==> src/rtl/align_sched.sv <==
// align_sched: collects one group of N_PP sign-magnitude partial products with
// their signed exponents. It then streams them out one per handshake as aligned
// two's-complement values through a single time-shared shifter/negator.
module align_sched #(
    parameter int N_PP  = 9,
    parameter int EXP_W = 5,
    parameter int PP_W  = 5,
    parameter int OUT_W = 16
) (
    input  logic             clk,
    input  logic             rst,
    input  logic             flush,
    input  logic             in_valid,
    output logic             in_ready,
    input  logic [EXP_W-1:0] in_exp,
    input  logic [PP_W-1:0]  in_pp,
    output logic             out_valid,
    input  logic             out_ready,
    output logic [OUT_W-1:0] out_pp,
    output logic [3:0]       out_idx,
    output logic             out_last,
    output logic [EXP_W-1:0] out_exp_max,
    output logic             busy
);

    // Derived widths for the alignment datapath: the magnitude is placed at the
    // top of an (OUT_W-1)-bit field so a zero shift gives the largest value,
    // and the extra MSB keeps the positive form non-negative before negation.
    localparam int MAG_W  = PP_W - 1;
    localparam int SH_W   = OUT_W - 1;
    localparam int PAD_W  = SH_W - MAG_W;
    localparam int DIFF_W = EXP_W + 1;

    localparam logic [3:0]        LAST_IDX = 4'(N_PP - 1);
    localparam logic [DIFF_W-1:0] SH_LIMIT = DIFF_W'(SH_W);
    localparam logic [EXP_W-1:0]  EXP_MIN  = {1'b1, {(EXP_W-1){1'b0}}};

    typedef enum logic {
        COLLECT = 1'b0,
        EMIT    = 1'b1
    } state_t;

    state_t           state_q, state_d;
    logic [3:0]       count_q, count_d;
    logic [3:0]       idx_q, idx_d;
    logic [EXP_W-1:0] exp_max_q, exp_max_d;
    logic             wr_en;

    logic [EXP_W-1:0] buf_exp [N_PP];
    logic [PP_W-1:0]  buf_pp  [N_PP];

    logic [EXP_W-1:0]  rd_exp;
    logic [PP_W-1:0]   rd_pp;
    logic [DIFF_W-1:0] diff;
    logic [SH_W-1:0]   mag_full;
    logic [SH_W-1:0]   shifted;
    logic [OUT_W-1:0]  pp_pos;
    logic [OUT_W-1:0]  pp_neg;
    logic [OUT_W-1:0]  aligned;

    // Control state register; reset and flush both land in an empty COLLECT.
    always_ff @(posedge clk or negedge rst) begin
        if (!rst) begin
            state_q   <= COLLECT;
            count_q   <= '0;
            idx_q     <= '0;
            exp_max_q <= EXP_MIN;
        end else begin
            state_q   <= state_d;
            count_q   <= count_d;
            idx_q     <= idx_d;
            exp_max_q <= exp_max_d;
        end
    end

    // Next-state logic: accept entries and track the running maximum in COLLECT,
    // advance the read index on each output handshake in EMIT, and let flush override all.
    always_comb begin
        state_d   = state_q;
        count_d   = count_q;
        idx_d     = idx_q;
        exp_max_d = exp_max_q;
        wr_en     = 1'b0;

        case (state_q)
            COLLECT: begin
                if (in_valid) begin
                    wr_en   = 1'b1;
                    count_d = count_q + 4'd1;
                    if ((count_q == 4'd0) || ($signed(in_exp) > $signed(exp_max_q))) begin
                        exp_max_d = in_exp;
                    end
                    if (count_q == LAST_IDX) begin
                        state_d = EMIT;
                        count_d = '0;
                        idx_d   = '0;
                    end
                end
            end
            EMIT: begin
                if (out_ready) begin
                    idx_d = idx_q + 4'd1;
                    if (idx_q == LAST_IDX) begin
                        state_d = COLLECT;
                        count_d = '0;
                        idx_d   = '0;
                    end
                end
            end
            default: begin
                state_d = COLLECT;
                count_d = '0;
                idx_d   = '0;
            end
        endcase

        if (flush) begin
            state_d = COLLECT;
            count_d = '0;
            idx_d   = '0;
            wr_en   = 1'b0;
        end
    end

    // Entry buffer; contents are meaningless outside a group, so it has no reset.
    always_ff @(posedge clk) begin
        if (wr_en) begin
            buf_exp[count_q] <= in_exp;
            buf_pp[count_q]  <= in_pp;
        end
    end

    assign rd_exp = buf_exp[idx_q];
    assign rd_pp  = buf_pp[idx_q];

    // Shared aligner: shift the magnitude right by (exp_max - exp), then apply the sign.
    always_comb begin
        diff     = {exp_max_q[EXP_W-1], exp_max_q} - {rd_exp[EXP_W-1], rd_exp};
        mag_full = {rd_pp[MAG_W-1:0], {PAD_W{1'b0}}};
        shifted  = (diff >= SH_LIMIT) ? '0 : (mag_full >> diff);
        pp_pos   = {1'b0, shifted};
        pp_neg   = ~pp_pos + OUT_W'(1);
        aligned  = rd_pp[PP_W-1] ? pp_neg : pp_pos;
    end

    assign in_ready    = (state_q == COLLECT);
    assign out_valid   = (state_q == EMIT);
    assign out_pp      = out_valid ? aligned : '0;
    assign out_idx     = out_valid ? idx_q : '0;
    assign out_last    = out_valid && (idx_q == LAST_IDX);
    assign out_exp_max = exp_max_q;
    assign busy        = (state_q == EMIT) || (count_q != 4'd0);

endmodule

==> config.mk <==
export PLATFORM = sky130hd
export DESIGN_NAME = align_sched
export DESIGN_NICKNAME = d
export VERILOG_FILES = /design/src/rtl/align_sched.sv
export SDC_FILE = /design/constraint.sdc
export NUM_CORES = 1
export LEC_CHECK = 0
export ABC_CLOCK_PERIOD_IN_PS = 5700
export CORE_MARGIN = 2
export CORE_UTILIZATION = 49
export DETAILED_ROUTE_END_ITERATION = 6
export PLACE_DENSITY = 0.75
export SLEW_MARGIN = 20
export SYNTH_ARGS = -nofsm -noshare
export SYNTH_HDL_FRONTEND = slang
export SYNTH_SLANG_ARGS = --single-unit
==> constraint.sdc <==
create_clock -name clk -period 5.7 [get_ports clk]
set_input_delay 1.425 -clock clk [delete_from_list [all_inputs] [get_ports clk]]
set_output_delay 1.425 -clock clk [all_outputs]
set_load 0.005 [all_outputs]
Word level (Yosys, flattened, before mapping)
Memories as Yosys holds them, arrays and structs flattened. Cells that the tools add are included.

Shift operators: 1. Bitwise logic cells: 2. Add/subtract/negate cells: 4. $lt $le $gt $ge: 2. Equal/unequal tests: 6. Reductions and logical operators: 8. Multiplexer cells: 27.

Operators by type and width (number): 4-bit 2-to-1 mux (11); 16-bit 2-to-1 mux (2); 16-bit by 1-bit adder with 16-bit output, second input constant (1); 15-bit inverter with 16-bit output (1); 4-bit one-hot mux with 2 select lines (2); 15-bit 2-to-1 mux (1); 15-bit by 6-bit >> shifter with 15-bit output (1); 1-bit 2-to-1 mux (10); 3-bit AND reduction (3); 4-bit by 1-bit adder with 4-bit output, second input constant (2); 4-bit equality test, second input constant (2); 6-bit by 4-bit greater-or-equal comparator with 1-bit output, second input constant (1); 3-bit by 2-bit inequality test with 1-bit output, second input constant (2); 3-bit inequality test, second input constant (2); 5-bit by 5-bit subtractor with 6-bit output (1); 5-bit > comparator (1); 4-bit logical NOT (1); 4-bit nonzero test (1); 1-bit logical OR (2); 1-bit one-hot mux with 2 select lines (1); 1-bit logical AND (1); 1-bit inverter (1).

Register bits after elaboration: 14. Bits in writable memories: 90. Bits of input ports: 15. Memories: 2. Logic and storage cells: 56.

Memories: buf_exp (words 9, width 5, read ports 1, clocked after Yosys merged registers in 0, wr ports 1, line 49) `logic [EXP_W-1:0] buf_exp [N_PP];`; buf_pp (words 9, width 5, read ports 1, clocked after Yosys merged registers in 0, wr ports 1, line 50) `logic [PP_W-1:0] buf_pp [N_PP];`.

Depth between registers and ports, before layout
An unclocked memory read counts as a cell.

Word-level depth: 8. Mapped depth: 19.

Least setup slack after synthesis
OpenSTA, ideal clock, no wires.

Path kind: register -> output. From: register idx_q[0]. To: output port out_pp[9]. Slack: -0.143 ns. Buffers on the path: 3. Arrival time: 4.418 ns. Stages on the path, launching flop included: 18. Cell sequence: dfrtp_1 > buf_6 > buf_6 > buf_1 > mux4_2 > mux2i_1 > nor2_1 > a21oi_1 > ha_1 > nor2b_1 > o221a_2 > o21ai_0 > nor4_2 > a221oi_2 > and3_2 > nand3_1 > o21a_1 > mux2i_1.

Word-level cells in the longest chain between the ends: 8. Elaborated cells between the ends (all ways): 10. Classes of those cells: add/sub: 2; order compare: 1; shift: 1; mux: 3; bitwise: 1; memory: 2.

RTL lines: start, declared (line 45) `logic [3:0] idx_q, idx_d;`; start signal, assigned (line 71) `idx_q <= idx_d;`; memory 9 x 5 bit; 5-bit by 5-bit subtractor with 6-bit output (line 138) `diff = {exp_max_q[EXP_W-1], exp_max_q} - {rd_exp[EXP_W-1], rd_exp};`; 15-bit by 6-bit >> shifter with 15-bit output / 6-bit by 4-bit greater-or-equal comparator with 1-bit output (equally long branches) (line 140) `shifted = (diff >= SH_LIMIT) ? '0 : (mag_full >> diff);`; 15-bit 2-to-1 mux (line 140); 15-bit inverter with 16-bit output (line 142) `pp_neg = ~pp_pos + OUT_W'(1);`; 16-bit by 1-bit adder with 16-bit output (line 142); 16-bit 2-to-1 mux * (line 143) `aligned = rd_pp[PP_W-1] ? pp_neg : pp_pos;`; 16-bit 2-to-1 mux * (line 148) `assign out_pp = out_valid ? aligned : '0;`; end, declared (line 19) `output logic [OUT_W-1:0] out_pp,`.

Mark *: on every way between the ends. The rest lies on a longest branch, timed or not.

Final worst setup path
From: register idx_q[0]. To: output port out_pp[10].

Same word-level chain as after synthesis.

==> results.txt <==
----------------------------------------------------
[CTS]
  Clock tree from TritonCTS ... yes
  TritonCTS buffer count ... 9
  CTS max path bufs ... 2
  Clock root buffer ... sky130_fd_sc_hd__clkbuf_16
  Total number of H-tree levels ... 3
  Number of sinks driven by the clock tree ... 104
  Clock transition at the registers of the reported paths ... 70 ps
  Clock insertion delay at the later pin of the skew report ... around 340 ps
  Post-CTS Hold Buffers ... 0

[Finish]
  Summed area of non-filler cells in the final layout ... 0.00727 mm2
  Count of non-filler cells in the finished layout ... roughly 700
  Fraction of the core area covered by cells at the end of the flow ... 0.662
  Area growth, synth to finish ... 30.6%
  Number of fill cells in the layout ... 796
  Count of inserted antenna diode cells ... 0
  Fraction of final layout cells with drive strength greater than 1 ... 0.324
  Net count, final ... 590

[Logic synthesis]
  Seq/Total Area, Yosys ... 0.549
  List of most frequent post-synthesis cells ... sky130_fd_sc_hd__edfxtp_1, sky130_fd_sc_hd__nor2_1, sky130_fd_sc_hd__nand2_1
  Number of synthesized flops with an enable pin ... 90
  Post-synthesis average cell area ... 12.4 um2
  Post-synthesis cell type count ... 72
  Synth area leader ... sky130_fd_sc_hd__edfxtp_1
  Largest cells by area after synthesis ... sky130_fd_sc_hd__edfxtp_1, sky130_fd_sc_hd__dfrtp_1, sky130_fd_sc_hd__mux4_2
  Post-Synthesis Cell Area ... 0.00556 mm2
  Top FF cell, synth ... sky130_fd_sc_hd__edfxtp_1
  Syn nets ... 482
  Yosys Warn Count ... 0
  Number of instances in the synthesized netlist ... 449
  Async set or reset register ratio after synthesis ... 0.135
  Area share of the leading cell type in the synthesized netlist ... 0.486
  Most common cell in the netlist ... sky130_fd_sc_hd__edfxtp_1
  Flop and latch count out of synthesis ... between 100 and 150

[Drt]
  TritonRoute pass-1 iters ... 5
  Drt total wl ... 14500 um
  Remaining design rule violation count ... 0
  Final routed wire length divided by cell count ... 20.6 um
  Via/cell ratio ... around 6.0
  Via count ... 4192
  Antenna viol nets, final ... 0
  Initial DRC Count ... 397

[Global routing]
  Via count of the first global-routing pass ... ~4300
  Number of antenna violations at the first check in global routing ... 0
  Gr usage total ... 0.238
  Sum of overflow across all layers after global routing ... 0
  Maximum number of pins on one net before global-route repair ... 21
  Wire length of the first global-routing pass ... around 23000 um

[Run status]
  Violations in the final reports ... setup timing
  Outcome ... finished with violations

[Die]
  Die Ht ... 111 um
  Std-Cell Core Area ... ~0.011 mm2
  Number of placed I/O pins ... 44
  Full die area ... 0.0122 mm2
  Width of the chip ... 111 um
  Initial cell density of the core ... 0.507
  Number of rows in the core area ... 38

[Hold path]
  Path category of the worst min-delay check ... register to register
  Hold path startpoint ... out_exp_max[0]

[Critical path]
  Source of the critical timing path ... idx_q[0]
  Largest fanout on the critical path ... 5
  Required time of the worst setup path ... 4280 ps
  Critical path class ... register to output pin
  Crit path arrival time ... 4440 ps
  Launching point of the worst reg2reg path ... out_valid
  Setup crit end kind ... output pin
  Category of the worst setup path launch point ... register

[Timing]
  Final Skew ... approximately 6.4 ps
  Tcrit/Tclk final ... 1.03
  Highest clock rate ... 0.170 GHz
  Setup violators final ... 7
  Final critical delay including setup and external delays ... 5870 ps
  Total negative slack ... -696 ps
  Setup slack of the critical path after layout ... -165 ps
  Number of max-slew violations in the final report ... 0
  Worst-case headroom to the max-slew limit ... 0.305
  Worst Max-Slew Pin Slew ... 1030 ps
  Setup repair after global routing missed its margin ... yes
  Final Hold Violating Endpoints ... 0

[Power and ir drop]
  Total design power ... 3360 uW
  Static power due to leakage ... ~0.0026 uW
  Power density over cell area ... 462 mW/mm2
  VDD IR max ... 0.421 mV

[Placement]
  Detail Placement HPWL ... 9380 um
  Routability congestion estimate from global placement ... a little under 1
  Count of input and output buffers ... 43
  Post-placement cell area ... around 0.0064 mm2
  Cell total after placement ... 649

[Flow run]
  Max-cap violation count ... 0

----------------------------------------------------
-- kinds of logic after synthesis --
kind of cell,after synthesis,share of synthesized area
xor gates and xnor gates,14,0.0220
buffers and inverters,30,0.0232
AOI/OAI and AO/OA,95,0.123
DFF,104,0.549
adders and majority gates,18,0.0418
and+or+nand+nor,148,0.137
muxes,40,0.104
-- timing repair --
action	CTS	global route
pin swaps	25	29
setup buffers	25	16
setup endpoints to repair	14	15
gates resized for setup	92	40
cloned	1	0
-- cells in the final DEF (no fill, tap or decap), types with 3 or more instances in the layout --
cell	instances
sky130_fd_sc_hd__buf_2	10
sky130_fd_sc_hd__nor4_4	3
sky130_fd_sc_hd__o21ai_0	14
sky130_fd_sc_hd__inv_1	15
sky130_fd_sc_hd__o21a_1	8
sky130_fd_sc_hd__a21oi_1	14
sky130_fd_sc_hd__edfxtp_1	90
sky130_fd_sc_hd__mux2_2	5
sky130_fd_sc_hd__o211ai_1	4
sky130_fd_sc_hd__nand2b_1	4
sky130_fd_sc_hd__xnor2_1	8
sky130_fd_sc_hd__dfrtp_1	11
sky130_fd_sc_hd__buf_4	54
sky130_fd_sc_hd__nand2_1	28
sky130_fd_sc_hd__mux2i_1	18
sky130_fd_sc_hd__nor3_1	5
sky130_fd_sc_hd__mux2i_2	3
sky130_fd_sc_hd__clkbuf_16	9
sky130_fd_sc_hd__nand3_1	8
sky130_fd_sc_hd__ha_1	15
sky130_fd_sc_hd__buf_6	13
sky130_fd_sc_hd__nand2_2	5
sky130_fd_sc_hd__nor2_2	4
sky130_fd_sc_hd__nor2_1	40
sky130_fd_sc_hd__a22oi_1	4
sky130_fd_sc_hd__o21ai_1	3
sky130_fd_sc_hd__a21oi_2	6
sky130_fd_sc_hd__nand4_1	3
sky130_fd_sc_hd__and2_1	11
sky130_fd_sc_hd__a31oi_1	3
sky130_fd_sc_hd__nor2b_1	7
sky130_fd_sc_hd__clkdlybuf4s50_1	29
sky130_fd_sc_hd__nor4_1	3
sky130_fd_sc_hd__a211oi_1	5
sky130_fd_sc_hd__mux4_2	12
sky130_fd_sc_hd__or3_1	3
-- stage by stage --
step | setup slack [ps] | hold slack, ps
after floorplan | 87.7 | 518
after global placement | -48.4 | 540
after detailed placement | -132 | 548
after CTS | -80.1 | 563
after global routing | -381 | 607
final | -165 | 557
-- critical path: stages (launching register included) --
cell	delay, ps
sky130_fd_sc_hd__dfrtp_2	410
sky130_fd_sc_hd__buf_6	150
sky130_fd_sc_hd__mux4_2	520
sky130_fd_sc_hd__mux2i_2	190
sky130_fd_sc_hd__nor2_1	70
sky130_fd_sc_hd__a21oi_1	150
sky130_fd_sc_hd__ha_1	310
sky130_fd_sc_hd__buf_4	160
sky130_fd_sc_hd__nand3_2	90
sky130_fd_sc_hd__and3_4	210
sky130_fd_sc_hd__a31oi_4	50
sky130_fd_sc_hd__buf_12	150
sky130_fd_sc_hd__nor4_4	290
sky130_fd_sc_hd__buf_4	180
sky130_fd_sc_hd__a22o_1	160
sky130_fd_sc_hd__nand4b_4	170
sky130_fd_sc_hd__buf_6	130
sky130_fd_sc_hd__nor4_2	40
sky130_fd_sc_hd__or3_1	340
sky130_fd_sc_hd__a21oi_1	170
sky130_fd_sc_hd__buf_2	140
-- layout make-up --
class                      count  area [um2]  share of cell area
clock buffer                  10         229              0.0315
inverter                      15        56.3             0.00775
sequential                   104        3060               0.421
clock inverter                 6        41.3             0.00568
multi-input combinational    315        2740               0.377
tap                          140         175              0.0241
timing repair buffer         112         967               0.133
-- power by group --
| part | switching [uW] | internal [uW] | total [uW] | leakage (uW) |
|---|---|---|---|---|
| sequential | 39.1 | 872 | 911 | 0.000990 |
| clock | 266 | 297 | 563 | 0.000127 |
| combinational | 968 | 918 | 1890 | 0.00147 |
| total | 1270 | 2090 | 3360 | 0.00258 |
-- sequential cells by signal (all words and copies together), names as in the netlist --
name,flops
out_valid,1
buf_pp,45
out_exp_max,5
buf_exp,45
count_q,4
idx_q,4
-- metal layers --
layer / part of all wire / GRT usage / vias to the layer above
met5: 0 / 0 / -
met1: 0.41 / 0.302 / 2065
li1: - / - / 1938
met3: 0.059 / 0.0445 / 29
met2: 0.51 / 0.409 / 160
met4: 0.023 / 0.0875 / 0
-- worst paths after layout --
kind | to | slack (ps) | depth (start not counted)
max | out_pp[10] | -170 | 20
min | out_exp_max[0] | 560 | 2
max reg2reg | buf_pp[7][0] | 2820 | 4
min reg2reg | out_exp_max[0] | 560 | 2
max in group asynchronous | idx_q[0] | 3690 | 1
min in group asynchronous | out_exp_max[0] | 1510 | 1
No activity file was read; power rests on OpenSTA's default activity.
